--- config.mk ---
export PLATFORM = sky130hd
export DESIGN_NAME = dust_alarm_judge
export DESIGN_NICKNAME = d
export VERILOG_FILES = /design/src/rtl/dust_alarm_judge_pkg.sv /design/src/rtl/dust_alarm_judge_watchdog.sv /design/src/rtl/dust_alarm_judge.sv
export SDC_FILE = /design/constraint.sdc
export NUM_CORES = 1
export LEC_CHECK = 0
export CAP_MARGIN = 20
export CORE_MARGIN = 2
export CORE_UTILIZATION = 50
export CTS_BUF_LIST = sky130_fd_sc_hd__clkbuf_16
export DETAILED_ROUTE_END_ITERATION = 10
export PLACE_DENSITY = 0.79
export SYNTH_ARGS = -nofsm -noshare
export SYNTH_HDL_FRONTEND = slang
export SYNTH_SLANG_ARGS = --single-unit
--- constraint.sdc ---
create_clock -name clk -period 2.55 [get_ports clk]
set_clock_uncertainty 0.05 [all_clocks]
set_input_delay 0.255 -clock clk [delete_from_list [all_inputs] [get_ports clk]]
set_output_delay 0.255 -clock clk [all_outputs]
set_load 0.005 [all_outputs]
--- src/rtl/dust_alarm_judge_pkg.sv ---
// dust_alarm_judge_pkg: shared widths, watchdog default and alarm FSM encoding
package dust_alarm_judge_pkg;
  localparam int CNT_W_D = 10;
  localparam int REV_W_D = 4;
  localparam int TMO_W_D = 24;
  // 50 MHz clock, rotor never slower than 5 rev/s
  localparam int CLK_HZ = 50_000_000;
  localparam int MIN_RPS = 5;
  localparam int TMO_CYCLES_D = CLK_HZ / MIN_RPS;
  typedef enum logic [1:0] {NORMAL, PEND_ON, ALARM, PEND_OFF} state_t;
endpackage

--- src/rtl/dust_alarm_judge_watchdog.sv ---
// rev_watchdog: flags a stalled motor when no zero_flag arrives for TMO_CYCLES clocks
module rev_watchdog #(
  parameter int TMO_W = 24,
  parameter int TMO_CYCLES = 10_000_000
) (
  input  logic clk,
  input  logic rst,
  input  logic zero_flag,
  output logic stall
);
  localparam logic [TMO_W-1:0] LAST = TMO_W'(TMO_CYCLES - 1);
  logic [TMO_W-1:0] tmo;
  always_ff @(posedge clk or posedge rst) begin
    if (rst) begin
      tmo <= '0;
      stall <= 1'b0;
    end else if (zero_flag) begin
      tmo <= '0;
      stall <= 1'b0;
    end else if (tmo == LAST) begin
      stall <= 1'b1;
    end else begin
      tmo <= tmo + 1'b1;
    end
  end
endmodule

--- src/rtl/dust_alarm_judge.sv ---
// dust_alarm_judge: hysteresis + debounced dust alarm, peak tracker and motor stall watchdog
module dust_alarm_judge
  import dust_alarm_judge_pkg::*;
#(
  parameter int CNT_W = CNT_W_D,
  parameter int REV_W = REV_W_D,
  parameter int TMO_W = TMO_W_D,
  parameter int TMO_CYCLES = TMO_CYCLES_D
) (
  input  logic             clk,
  input  logic             rst,
  input  logic             zero_flag,
  input  logic [CNT_W-1:0] dust_cnt,
  input  logic [CNT_W-1:0] alarm_on_level,
  input  logic [CNT_W-1:0] alarm_off_level,
  input  logic [REV_W-1:0] on_revs,
  input  logic [REV_W-1:0] off_revs,
  input  logic             clr_peak,
  output logic             dust_alarm,
  output logic             alarm_pulse,
  output logic             rev_valid,
  output logic [CNT_W-1:0] peak_cnt,
  output logic             motor_stall
);
  localparam logic [REV_W-1:0] ONE = REV_W'(1);
  state_t state, nxt;
  logic [REV_W-1:0] pend, pn, pinc, eff_on, eff_off;
  logic [REV_W:0] pend1;
  logic [CNT_W-1:0] clean_lvl;
  logic zf_d, first_rev, stall_zf, accept, dirty, clean, reach_on, reach_off, nalarm;

  rev_watchdog #(.TMO_W(TMO_W), .TMO_CYCLES(TMO_CYCLES)) u_wd (
    .clk(clk), .rst(rst), .zero_flag(zero_flag), .stall(motor_stall)
  );

  always_comb begin
    accept = zf_d && !first_rev && !stall_zf;
    eff_on = (on_revs == '0) ? ONE : on_revs;
    eff_off = (off_revs == '0) ? ONE : off_revs;
    // clamping the clean level below the dirty level keeps the two classes disjoint
    clean_lvl = (alarm_off_level < alarm_on_level) ? alarm_off_level : alarm_on_level;
    dirty = dust_cnt >= alarm_on_level;
    clean = dust_cnt < clean_lvl;
    pend1 = {1'b0, pend} + 1'b1;
    pinc = (&pend) ? pend : pend1[REV_W-1:0];
    reach_on = pend1 >= {1'b0, eff_on};
    reach_off = pend1 >= {1'b0, eff_off};
    nxt = state;
    pn = pend;
    case (state)
      NORMAL: if (dirty) begin
        nxt = (eff_on == ONE) ? ALARM : PEND_ON;
        pn = (eff_on == ONE) ? '0 : ONE;
      end
      PEND_ON: if (dirty) begin
        nxt = reach_on ? ALARM : PEND_ON;
        pn = reach_on ? '0 : pinc;
      end else if (clean) begin
        nxt = NORMAL;
        pn = '0;
      end
      ALARM: if (clean) begin
        nxt = (eff_off == ONE) ? NORMAL : PEND_OFF;
        pn = (eff_off == ONE) ? '0 : ONE;
      end
      PEND_OFF: if (clean) begin
        nxt = reach_off ? NORMAL : PEND_OFF;
        pn = reach_off ? '0 : pinc;
      end else if (dirty) begin
        nxt = ALARM;
        pn = '0;
      end
      default: nxt = NORMAL;
    endcase
    nalarm = (nxt == ALARM) || (nxt == PEND_OFF);
  end

  always_ff @(posedge clk or posedge rst) begin
    if (rst) begin
      state <= NORMAL;
      pend <= '0;
      zf_d <= 1'b0;
      first_rev <= 1'b1;
      stall_zf <= 1'b0;
      dust_alarm <= 1'b0;
      alarm_pulse <= 1'b0;
      rev_valid <= 1'b0;
      peak_cnt <= '0;
    end else begin
      zf_d <= zero_flag;
      if (zero_flag) stall_zf <= motor_stall;
      if (zf_d) first_rev <= 1'b0;
      rev_valid <= accept;
      alarm_pulse <= 1'b0;
      if (accept) begin
        state <= nxt;
        pend <= pn;
        dust_alarm <= nalarm;
        alarm_pulse <= nalarm && !dust_alarm;
        peak_cnt <= (clr_peak || dust_cnt > peak_cnt) ? dust_cnt : peak_cnt;
      end else begin
        if (clr_peak) peak_cnt <= '0;
        if (motor_stall) pend <= '0;
      end
    end
  end
endmodule

Word-level counts from Yosys, hierarchy flattened
Cells that the tools add are included.

Latch bits: 0. Input bits: 42. Logic and storage cells: 86. Memories kept: 0. Bits in writable memories: 0. Memory bits (read-only): 0. Flip-flop bits (word level): 47. Output and inout port bits: 14.

Bitwise gates (word level): 0. Add/sub/neg operators: 2. Shifts and indexed selects: 0. Muxes and demuxes: 36. Magnitude comparators: 6. Multiply operators: 0. Div/mod/pow operators: 0. Equal/unequal tests: 14. Reductions and logical operators: 17.

Operators by type and width (count): 4-bit two-way mux (13); 24-bit two-way mux (2); 10-bit two-way mux (4); 24-bit by 1-bit adder with 24-bit output (second input constant) (1); 24-bit equality test (second input constant) (1); 10-bit less-than comparator (2); 2-bit two-way mux (10); 4-bit case mux with 4 select lines (1); 10-bit >= comparator (1); 5-bit by 4-bit >= comparator with 1-bit output (2); 10-bit > comparator (1); 2-bit equality test (second input constant) (4); 4-bit by 1-bit equality test with 1-bit output (second input constant) (2); 4-bit logical NOT (2); 4-bit inequality test (second input constant) (2); 2-bit case mux with 4 select lines (1); 3-bit inequality test (second input constant) (2); 2-bit nonzero test (3); 4-bit by 1-bit adder with 5-bit output (second input constant) (1); 1-bit two-way mux (5); 5-bit AND reduction (1); 4-bit AND reduction (1); 1-bit logical AND (3); 1-bit logical NOT (3); 6 further kinds (7).

Longest topological paths before layout
Gate-level depths: netlist (run 1).

Depth after elaboration: 10. Depth in mapped cells: 16. Gate-level depth less buffers: 16.

Hierarchy
From an unflattened synthesis (run 1), not the netlist that was laid out.

Cell total of the unflattened synthesis: 391. Area total of the unflattened synthesis: 3636.0 um^2.

By module, submodules not included: dust_alarm_judge (area an instance 2333.5 um^2, seq. area each 551.8 um^2, instances 1, cells an instance 261); rev_watchdog (area an instance 1302.5 um^2, seq. area each 625.6 um^2, instances 1, cells an instance 130).

Least setup slack after synthesis (run 1)
Ideal clock, no wire load.

Path type: input port to flip-flop. From: in alarm_on_level[4]. To: reg pend[2]. Library setup time: 104 ps. Path slack: -907 ps. Stages: 16. Data required time: 2396 ps. Path buffers: 0. Data arrival time: 3303 ps. Cells stage by stage: inv_1 ha_1 a21oi_1 nand2_1 a31oi_1 nand2_1 mux2i_1 ha_1 a21oi_1 o221ai_1 a221o_1 a31o_2 nor2_4 a22o_2 o2111ai_1 a221oi_1.

Longest elaborated chain between the ends: 6. Elaborated cells between the ends (all ways): 13. Classes of those cells: 3 x order compare; 4 x eq/ne; 5 x mux; 1 x reduce/logical.

Ends and longest elaborated chain: from (decl) (RTL line dust_alarm_judge.sv:14) `input logic [CNT_W-1:0] alarm_on_level,`; 10-bit less-than comparator (RTL line dust_alarm_judge.sv:41) `clean_lvl = (alarm_off_level < alarm_on_level) ? alarm_off_level : alarm_on_level;`; 10-bit two-way mux (RTL line dust_alarm_judge.sv:41); 10-bit less-than comparator (RTL line dust_alarm_judge.sv:43) `clean = dust_cnt < clean_lvl;`; 4-bit two-way mux (RTL line dust_alarm_judge.sv:66) `PEND_OFF: if (clean) begin`; 4-bit case mux with 4 select lines (RTL line dust_alarm_judge.sv:50) `case (state)`; 4-bit two-way mux (RTL line dust_alarm_judge.sv:95) `if (accept) begin`; to (signal assigned) (RTL line dust_alarm_judge.sv:97) `pend <= pn;`; to (decl) (RTL line dust_alarm_judge.sv:27) `logic [REV_W-1:0] pend, pn, pinc, eff_on, eff_off;`.

Several ways; a longest one is shown, not always the timed one. A chain may end at the register's enable or synchronous reset.

Final worst setup path (run 1)
From: in alarm_on_level[5]. To: reg pend[2].

The elaborated chain is that of the path after synthesis.

==> results of run 1 <==
## kinds of logic (layout without fill, tap and decap cells)
logic type | after synthesis | after routing | share of synthesized area
simple gates | 138 | 139 | 0.2176
flops | 46 | 46 | 0.3330
compound gates | 80 | 80 | 0.1446
xor+xnor | 20 | 20 | 0.05061
mux | 12 | 12 | 0.03507
buf+inv | 42 | 151 | 0.04555
fa+ha+maj | 48 | 48 | 0.1735
## repair_timing
| action | CTS | global route |
|---|---|---|
| endpoints found under the setup margin | 7 | 7 |
| buffers inserted | 7 | 1 |
| gates resized for setup | 86 | 28 |
| pin swaps | 28 | 12 |
| cloned | 1 | 0 |
## metrics by stage
| step | total power [mW] | std cells | hold WS (ps) | util | worst slack, ps |
|---|---|---|---|---|---|
| 6_report | 2.544 | 576 | 254.1 | 0.7361 | -649.1 |
| 3_5_place_dp | 1.761 | 559 | 328.0 | 0.6800 | -1390 |
| 2_1_floorplan | 1.389 | 386 | 236.4 | - | -522.5 |
| 5_1_grt | 2.694 | 576 | 295.0 | 0.7361 | -783.5 |
| 4_1_cts | 2.478 | 575 | 273.2 | 0.7176 | -588.1 |
| 3_3_place_gp | 1.727 | 559 | 323.4 | 0.6800 | -1240 |
## routing by layer
| layer | track usage | up-vias | wire length, µm |
|---|---|---|---|
| met3 | 0.04360 | 35 | 450 |
| met4 | 0.1021 | 0 | 307 |
| met2 | 0.4178 | 107 | 4569 |
| li1 | - | 1602 | - |
| met5 | 0 | - | 0 |
| met1 | 0.3197 | 1584 | 3975 |
## critical path, cell delays in order
cell	delay [ps]
clkdlybuf4s15_2	200
inv_2	80
ha_4	200
buf_4	140
a31oi_4	290
nand2_8	110
mux2i_2	160
ha_1	350
a21oi_2	180
o221ai_2	110
a221o_1	360
a31o_4	240
nor2_4	110
a22o_4	140
o2111ai_2	120
a221oi_2	300
## cells in the final DEF (no fill, tap or decap), types with 8 or more instances in the layout
cell / count
a21o_1: 9
a21oi_1: 14
buf_2: 8
buf_4: 49
clkdlybuf4s50_1: 33
dfrtp_1: 45
ha_1: 40
ha_4: 8
inv_1: 24
mux2i_1: 9
nand2_1: 38
nand4_1: 12
nor2_1: 28
o21ai_0: 21
xor2_1: 16
## power groups by stage
stage	clock network [mW]	logic [mW]	registers, mW
global placement	0	0.858	0.870
CTS	0.661	0.956	0.861
global route	0.691	1.13	0.872
finish	0.652	1.03	0.864
floorplan	0	0.547	0.842
detailed placement	0	0.889	0.872
## layout make-up
type                            instances  area (µm²)
Fill cell                             448        1783
Inverter                               34       142.6
Clock inverter                          3       23.77
Tap cell                               80       100.1
Timing Repair Buffer                  109       952.2
Multi-Input combinational cell        299        2477
Sequential cell                        46        1152
Clock buffer                            5       125.1
## registers in the layout (all words and copies together) (netlist names)
signal and cells:
alarm_pulse 1, dust_alarm 1, first_rev 1, peak_cnt 10
pend 4, rev_valid 1, stall_zf 1, state 1
u_wd.stall 1, u_wd.tmo 24, zf_d 1
## worst paths after layout
check | cells past startpoint | end
worst min-delay path | 3 | peak_cnt[8]
worst max-delay path | 16 | pend[2]
worst min register to register | 1 | first_rev
max in group asynchronous | 3 | first_rev
worst max register to register | 9 | pend[2]
min in group clk | 1 | first_rev
==> flow_summary.ini, run 1 <==
[power_and_ir_drop]
p_sw_mw = 0.8506
seqPwrFrac = 0.340
comb_power_share = 0.404
p_leak_nw = 2.286
p_clk_frac = 0.256
sw_frac_of_total = 0.3343
max-vdd-ir-drop_uv = 296.2
p_int_mw = 1.694
powerDensity_mw_per_mm2 = 511.6

[clock_network]
h-tree-depth = 2
cts_sinks = 46
tritoncts = built
clk_latency_ps = 290
numCtsBuffers = 5
holdBufCountCts = 0
clockBufferDepth = 2
clk_pin_slew_worst_paths_ps = 70
cts-root-buf = clkbuf_16

[synthesis]
yosysTopAreaCell = dfrtp_1
synth-seq-area-share = 0.3330
yosys_warnings = 0
synth.avg_cell_area_um2 = 8.966
synth_cell_types = 54
netlist_instances = 386
synth-main-ff-cell = dfrtp_1
yosysTopAreaCellShare = 0.3254
synth_seq_cells = 46
mappedNetlistNets = 476
synth_edf_count = 0
syn_area_mm2 = 0.003461
synth_area_leaders = dfrtp_1, ha_1, nand2_1, xor2_1, inv_1
postSynth.asyncResetShare = 1.000
post-synth-top-count-cell = ha_1
yosys-top-cells-count = ha_1, dfrtp_1, nand2_1

[floorplanning]
io_pins = 56
fp.coreArea_mm2 = 0.006756
start_util = 0.5122
die_h_um = 87.20
rows = 30
dieArea_mm2 = 0.007603
fp.dieW_um = 87.20

[worst_setup_path]
ff2ff_setup_slack_ps = 200
arrival_ps = 3340
critPathCaptureType = flop
critPathLaunch = alarm_on_level[5]
critPathMaxFanout = 5
r2r_start = pend[1]
worstSetupPathType = in2reg
required_ps = 2690
start_kind = primary input

[timing]
finalSetupViolations = 6
slew_viol_final = 0
worst_pin_slew_ps = 556.5
finalCriticalPeriod_ps = 3199
rsz0062_at_grt = yes
fin_crit_sh = 1.255
hold_viol_final = 0
slew_headroom = 0.6256
max_freq_ghz = 0.3126
setup_slack_ps = -649.1
finalSetupTns_ps = -3521

[global_routing]
grt_pass1_vias = 3374
grt_usage = 0.2497
overflow = 0
antenna_found_initial = 0
grt_pass1_wl_um = 15150
grt_max_degree = 47

[drt]
dr.first_iter.drc_count = 218
viasPerCell = 5.778
wire_per_inst_um = 16.15
first_pass_iters = 4
drc = 0
wl_um = 9303
vias = 3328
ant_nets = 0

[hold_path]
min_path_type = in2async

[place]
io_buffers = 55
gp_congestion = 0.8759
dp_hpwl_um = 6480
post_dp_cell_area_mm2 = 0.004594

[status]
outcome = finished, violations left
violations = setup timing

[layout]
design_area_mm2 = 0.004974
antennaDiodeCount = 0
fin_nets = 585
drive_gt1_frac = 0.2843
area_growth_pct = 43.71

[job]
cap_violations = 0
No activity file was read; power rests on OpenSTA's default activity.
==> run 2, diff against run 1 <==
- CORE_UTILIZATION: 50 -> 45
- PLACE_DENSITY: 0.79 -> 0.73
==> run 2 against run 1 <==
The flow still finishes with violations (setup timing). Die area up 11%. Sequential share of layout area down 0.14 points. Critical path depth up 1. Largest power group unchanged. Via count down 3.5%. Final cell count up 4.9%. Critical endpoint unchanged. Combinational power about the same. Worst setup slack worse by 22 ps. Worst hold slack better by 86 ps. Final area up 0.63%. First-iteration DRC count down 4.1%. Largest cell class unchanged.
==> flow_summary.ini, run 2 (same netlist as run 1, synthesis figures left out) <==
[status]
outcome = finished, violations left
violations = setup timing

[place]
io_buffers = 55
gp_congestion = 0.8549
dpl.cell_count = 579
post_dp_cell_area_mm2 = 0.004613
dp_hpwl_um = 6455

[hold_path]
min_path_type = reg2reg
hold_depth = 1

[clock_network]
numCtsBuffers = 5
cts_sinks = 46
clk_pin_slew_worst_paths_ps = 60
clk_latency_ps = 280
clockBufferDepth = 2
tritoncts = built
cts-root-buf = clkbuf_16
h-tree-depth = 2
holdBufCountCts = 0

[timing]
finalSetupViolations = 6
finalSetupTns_ps = -3529
max_freq_ghz = 0.3105
hold_viol_final = 0
worst_pin_slew_ps = 603.1
slew_headroom = 0.5942
slew_viol_final = 0
setup_slack_ps = -670.8
rsz0062_at_grt = yes
finalCriticalPeriod_ps = 3221
fin_crit_sh = 1.263

[global_routing]
use_met2 = 0.3695
antenna_found_initial = 0
grt_max_degree = 47
grt_use_met1 = 0.2764
use_met3 = 0.03451
grt_pass1_vias = 3200
busiest_layer = met2
overflow = 0
grt_pass1_wl_um = 14550
grt_usage = 0.2112

[floorplanning]
start_util = 0.4721
io_pins = 56
fp.coreArea_mm2 = 0.007331
rows = 31
die_h_um = 91.70
dieArea_mm2 = 0.008408
fp.dieW_um = 91.70

[layout]
final_cells = 604
fin_nets = 594
regMostFlops = u_wd.tmo
n_fill_cell = 564
mostFrequentLayoutCells = buf_4, dfrtp_1, nand2_1, ha_1, clkdlybuf4s50_1
largest_reg_flops = 24
area_growth_pct = 44.61
final_common_cell = buf_4
reg.largest.list = u_wd.tmo (24), peak_cnt (10), pend (4)
design_area_mm2 = 0.005005
drive_gt1_frac = 0.3030
antennaDiodeCount = 0

[worst_setup_path]
start_kind = primary input
worstSetupPathType = in2reg
critPathMaxFanout = 6
reg2regPathDepth = 9
required_ps = 2650
critPathCaptureType = flop
arrival_ps = 3320

[drt]
first_pass_iters = 4
wl_um = 8712
ant_nets = 0
dr.first_iter.drc_count = 209
vias = 3211
drc = 0
wire_per_inst_um = 14.42
viasPerCell = 5.316

[job]
cap_violations = 0

[power_and_ir_drop]
p_leak_nw = 2.325
max-vdd-ir-drop_uv = 316.0
powerDensity_mw_per_mm2 = 503.0
[run 2: worst paths after layout]
check	startpoint	to	slack [ps]
worst max-delay path	alarm_off_level[7]	pend[2]	-670
worst min-delay path	zf_d	first_rev	340
worst max register to register	pend[1]	pend[2]	170
worst min register to register	zf_d	first_rev	340
max in group asynchronous	rst	peak_cnt[9]	1670
min in group asynchronous	rst	u_wd.tmo[4]	400
[run 2: metrics by stage]
| step | power, mW | utilization | setup WS (ps) | hold slack, ps |
|---|---|---|---|---|
| floorplan | 1.389 | - | -522.5 | 236.4 |
| global placement | 1.731 | 0.6293 | -1259 | 326.5 |
| detailed placement | 1.759 | 0.6293 | -1349 | 331.8 |
| CTS | 2.440 | 0.6634 | -571.5 | 342.6 |
| global route | 2.675 | 0.6827 | -816.8 | 365.2 |
| finish | 2.518 | 0.6827 | -670.8 | 340.1 |
[run 2: layout make-up]
class,count,area (µm²),area share
flip-flops and latches,46,1152,0.2303
repair buffers,119,1001,0.2000
clock inverters,3,17.52,0.003500
inverters,34,142.6,0.02850
clock buffers,5,125.1,0.02500
well taps,99,123.9,0.02475
multi-input cells,298,2442,0.4880
[run 2: power breakdown]
group / internal (mW) / switching [mW]
Combinational: 0.551 / 0.477
Sequential: 0.785 / 0.0791
Clock: 0.360 / 0.265
[run 2: worst max-delay path, cell delays in order]
cell      delay (ps)
buf_2            120
ha_4             280
nand2_2           60
nor2_4           150
a31oi_4          120
nand2_4          130
buf_6            140
mux2i_1          190
ha_1             280
a21oi_2          150
o221ai_2         130
a221o_1          360
a31o_4           230
nor2_4           150
o21ai_0           90
o21ai_0          350
a221oi_2         130
[run 2: repair_timing]
| item | 4_1_cts | 5_1_grt |
|---|---|---|
| cloned | 0 | 0 |
| pin swaps | 27 | 35 |
| buffers inserted | 12 | 5 |
| gates resized for setup | 95 | 29 |
| endpoints found under the setup margin | 6 | 7 |
[run 2: metal layers]
layer	vias up	wire length (µm)
li1	1616	-
met1	1522	4008
met2	63	4284
met3	10	305
met4	0	113
met5	-	0
==> run 3, diff against run 2 <==
- CTS_BUF_LIST: sky130_fd_sc_hd__clkbuf_16 -> not set
==> run 3 against run 2 <==
The run still ends with setup timing left. Critical path type unchanged. Non-clock buffer count unchanged. Final cell count unchanged. Core utilization down 0.82 points. Die area unchanged. Via count down 0.37%. Combinational power about the same. Largest cell class unchanged. Maximum frequency up 1.6%. Global-route usage down 0.091 points.
==> flow_summary.ini, run 3 (same netlist as run 1, synthesis figures left out) <==
[status]
outcome = finished, violations left
violations = setup timing

[worst_setup_path]
critical-path-top-delay-family = compound AO/OA/AOI/OAI gates
cp_cell_sequence = buf_2 -> ha_4 -> nand2_2 -> nor2_4 -> a31oi_4 -> nand2_4 -> buf_6 -> mux2i_1 -> ha_1 -> a21oi_2 -> o221ai_2 -> a221o_1 -> a31o_4 -> nor2_4 -> o21ai_0 -> o21ai_0 -> a221oi_2
start_kind = primary input
critPathMaxFanout = 6
slowest_stage = a221o_1
required_ps = 2670
worstSetupPathType = in2reg
critPathCaptureType = flop
arrival_ps = 3290
crit_buf_inv = 2
max_stage_delay_ps = 360

[timing]
fin_crit_sh = 1.244
rsz0062_at_grt = yes
max_freq_ghz = 0.3153
slew_viol_final = 0
hold_viol_final = 0
worst_pin_slew_ps = 604.0
finalSetupViolations = 6
finalCriticalPeriod_ps = 3171
slew_headroom = 0.5936
setup_slack_ps = -621.4

[floorplanning]
io_pins = 56
dieArea_mm2 = 0.008408
fp.coreArea_mm2 = 0.007331
start_util = 0.4721
die_h_um = 91.70
fp.dieW_um = 91.70
rows = 31

[power_and_ir_drop]
p_leak_nw = 2.295
fin_total_pwr_mw = 2.323
max-vdd-ir-drop_uv = 220.1
powerDensity_mw_per_mm2 = 469.7

[layout]
antennaDiodeCount = 0
drive_gt1_frac = 0.3010
fin_nets = 594
largest_reg_flops = 24
final_common_cell = buf_4
mostFrequentLayoutCells = buf_4, dfrtp_1, nand2_1, ha_1, clkdlybuf4s50_1
area_growth_pct = 42.88
final_cells = 604
n_fill_cell = 574
regMostFlops = u_wd.tmo
reg.largest.list = u_wd.tmo (24), peak_cnt (10), pend (4)

[clock_network]
h-tree-depth = 2
numCtsBuffers = 5
clk_pin_slew_worst_paths_ps = 90
holdBufCountCts = 0
tritoncts = built
cts_sinks = 46
clk_latency_ps = 290
clockBufferDepth = 2
cts-root-buf = clkbuf_8

[drt]
wl_um = 8665
drc = 0
ant_nets = 0
dr.first_iter.drc_count = 214
vias = 3199
wire_per_inst_um = 14.35
viasPerCell = 5.296
first_pass_iters = 4

[global_routing]
grt_max_degree = 47
overflow = 0
antenna_found_initial = 0
grt_pass1_vias = 3176
grt_pass1_wl_um = 14510
grt_usage = 0.2103

[place]
dpl.cell_count = 579
dp_hpwl_um = 6455
gp_congestion = 0.8549
io_buffers = 55

[job]
cap_violations = 0

[hold_path]
min_path_type = reg2reg
-- run 3: layout make-up --
| cell class | instances | area [µm²] | share of cell area |
|---|---|---|---|
| timing repair buffer | 119 | 1001 | 0.2024 |
| clock inverter | 2 | 13.76 | 0.002783 |
| tap | 99 | 123.9 | 0.02505 |
| inverter | 34 | 142.6 | 0.02885 |
| multi-input combinational | 298 | 2439 | 0.4932 |
| sequential | 46 | 1152 | 0.2330 |
| clock buffer | 6 | 72.57 | 0.01468 |
-- run 3: report_power, final --
group | switching, mW | leakage (nW) | internal (mW)
logic | 0.468 | 1.63 | 0.545
clock network | 0.253 | 0.0452 | 0.194
registers | 0.0788 | 0.616 | 0.784
-- run 3: repair_timing --
action,in CTS,in global routing
pin swaps,27,34
buffers inserted,12,5
gates resized for setup,95,28
endpoints found under the setup margin,6,7
gates cloned,0,0
-- run 3: final timing paths --
check	startpoint	endpoint	slack, ps	cells after the start
min reg2reg	zf_d	first_rev	340	1
max reg2reg	pend[1]	pend[2]	170	9
max in group asynchronous	rst	peak_cnt[9]	1690	3
min	zf_d	first_rev	340	1
max	alarm_off_level[7]	pend[2]	-620	17
min in group asynchronous	rst	stall_zf	370	3
-- run 3: routing by layer --
| metal | GRT usage | vias up | share of wire |
|---|---|---|---|
| li1 | - | 1608 | - |
| met2 | 0.3683 | 64 | 0.49 |
| met4 | 0.04353 | 0 | 0.013 |
| met3 | 0.03698 | 10 | 0.040 |
| met1 | 0.2731 | 1517 | 0.46 |
| met5 | 0 | - | 0 |
-- run 3: through the flow --
step | TNS [ps] | area, µm² | worst slack, ps | util | hold slack (ps)
after floorplan | -2701 | 3616 | -522.5 | - | 236.4
after global placement | -7469 | 4613 | -1259 | 0.6293 | 326.5
after detailed placement | -7952 | 4613 | -1349 | 0.6293 | 331.8
after CTS | -2887 | 4807 | -552.0 | 0.6557 | 346.0
after global routing | -4280 | 4945 | -800.5 | 0.6745 | 369.4
final | -3325 | 4945 | -621.4 | 0.6745 | 343.1
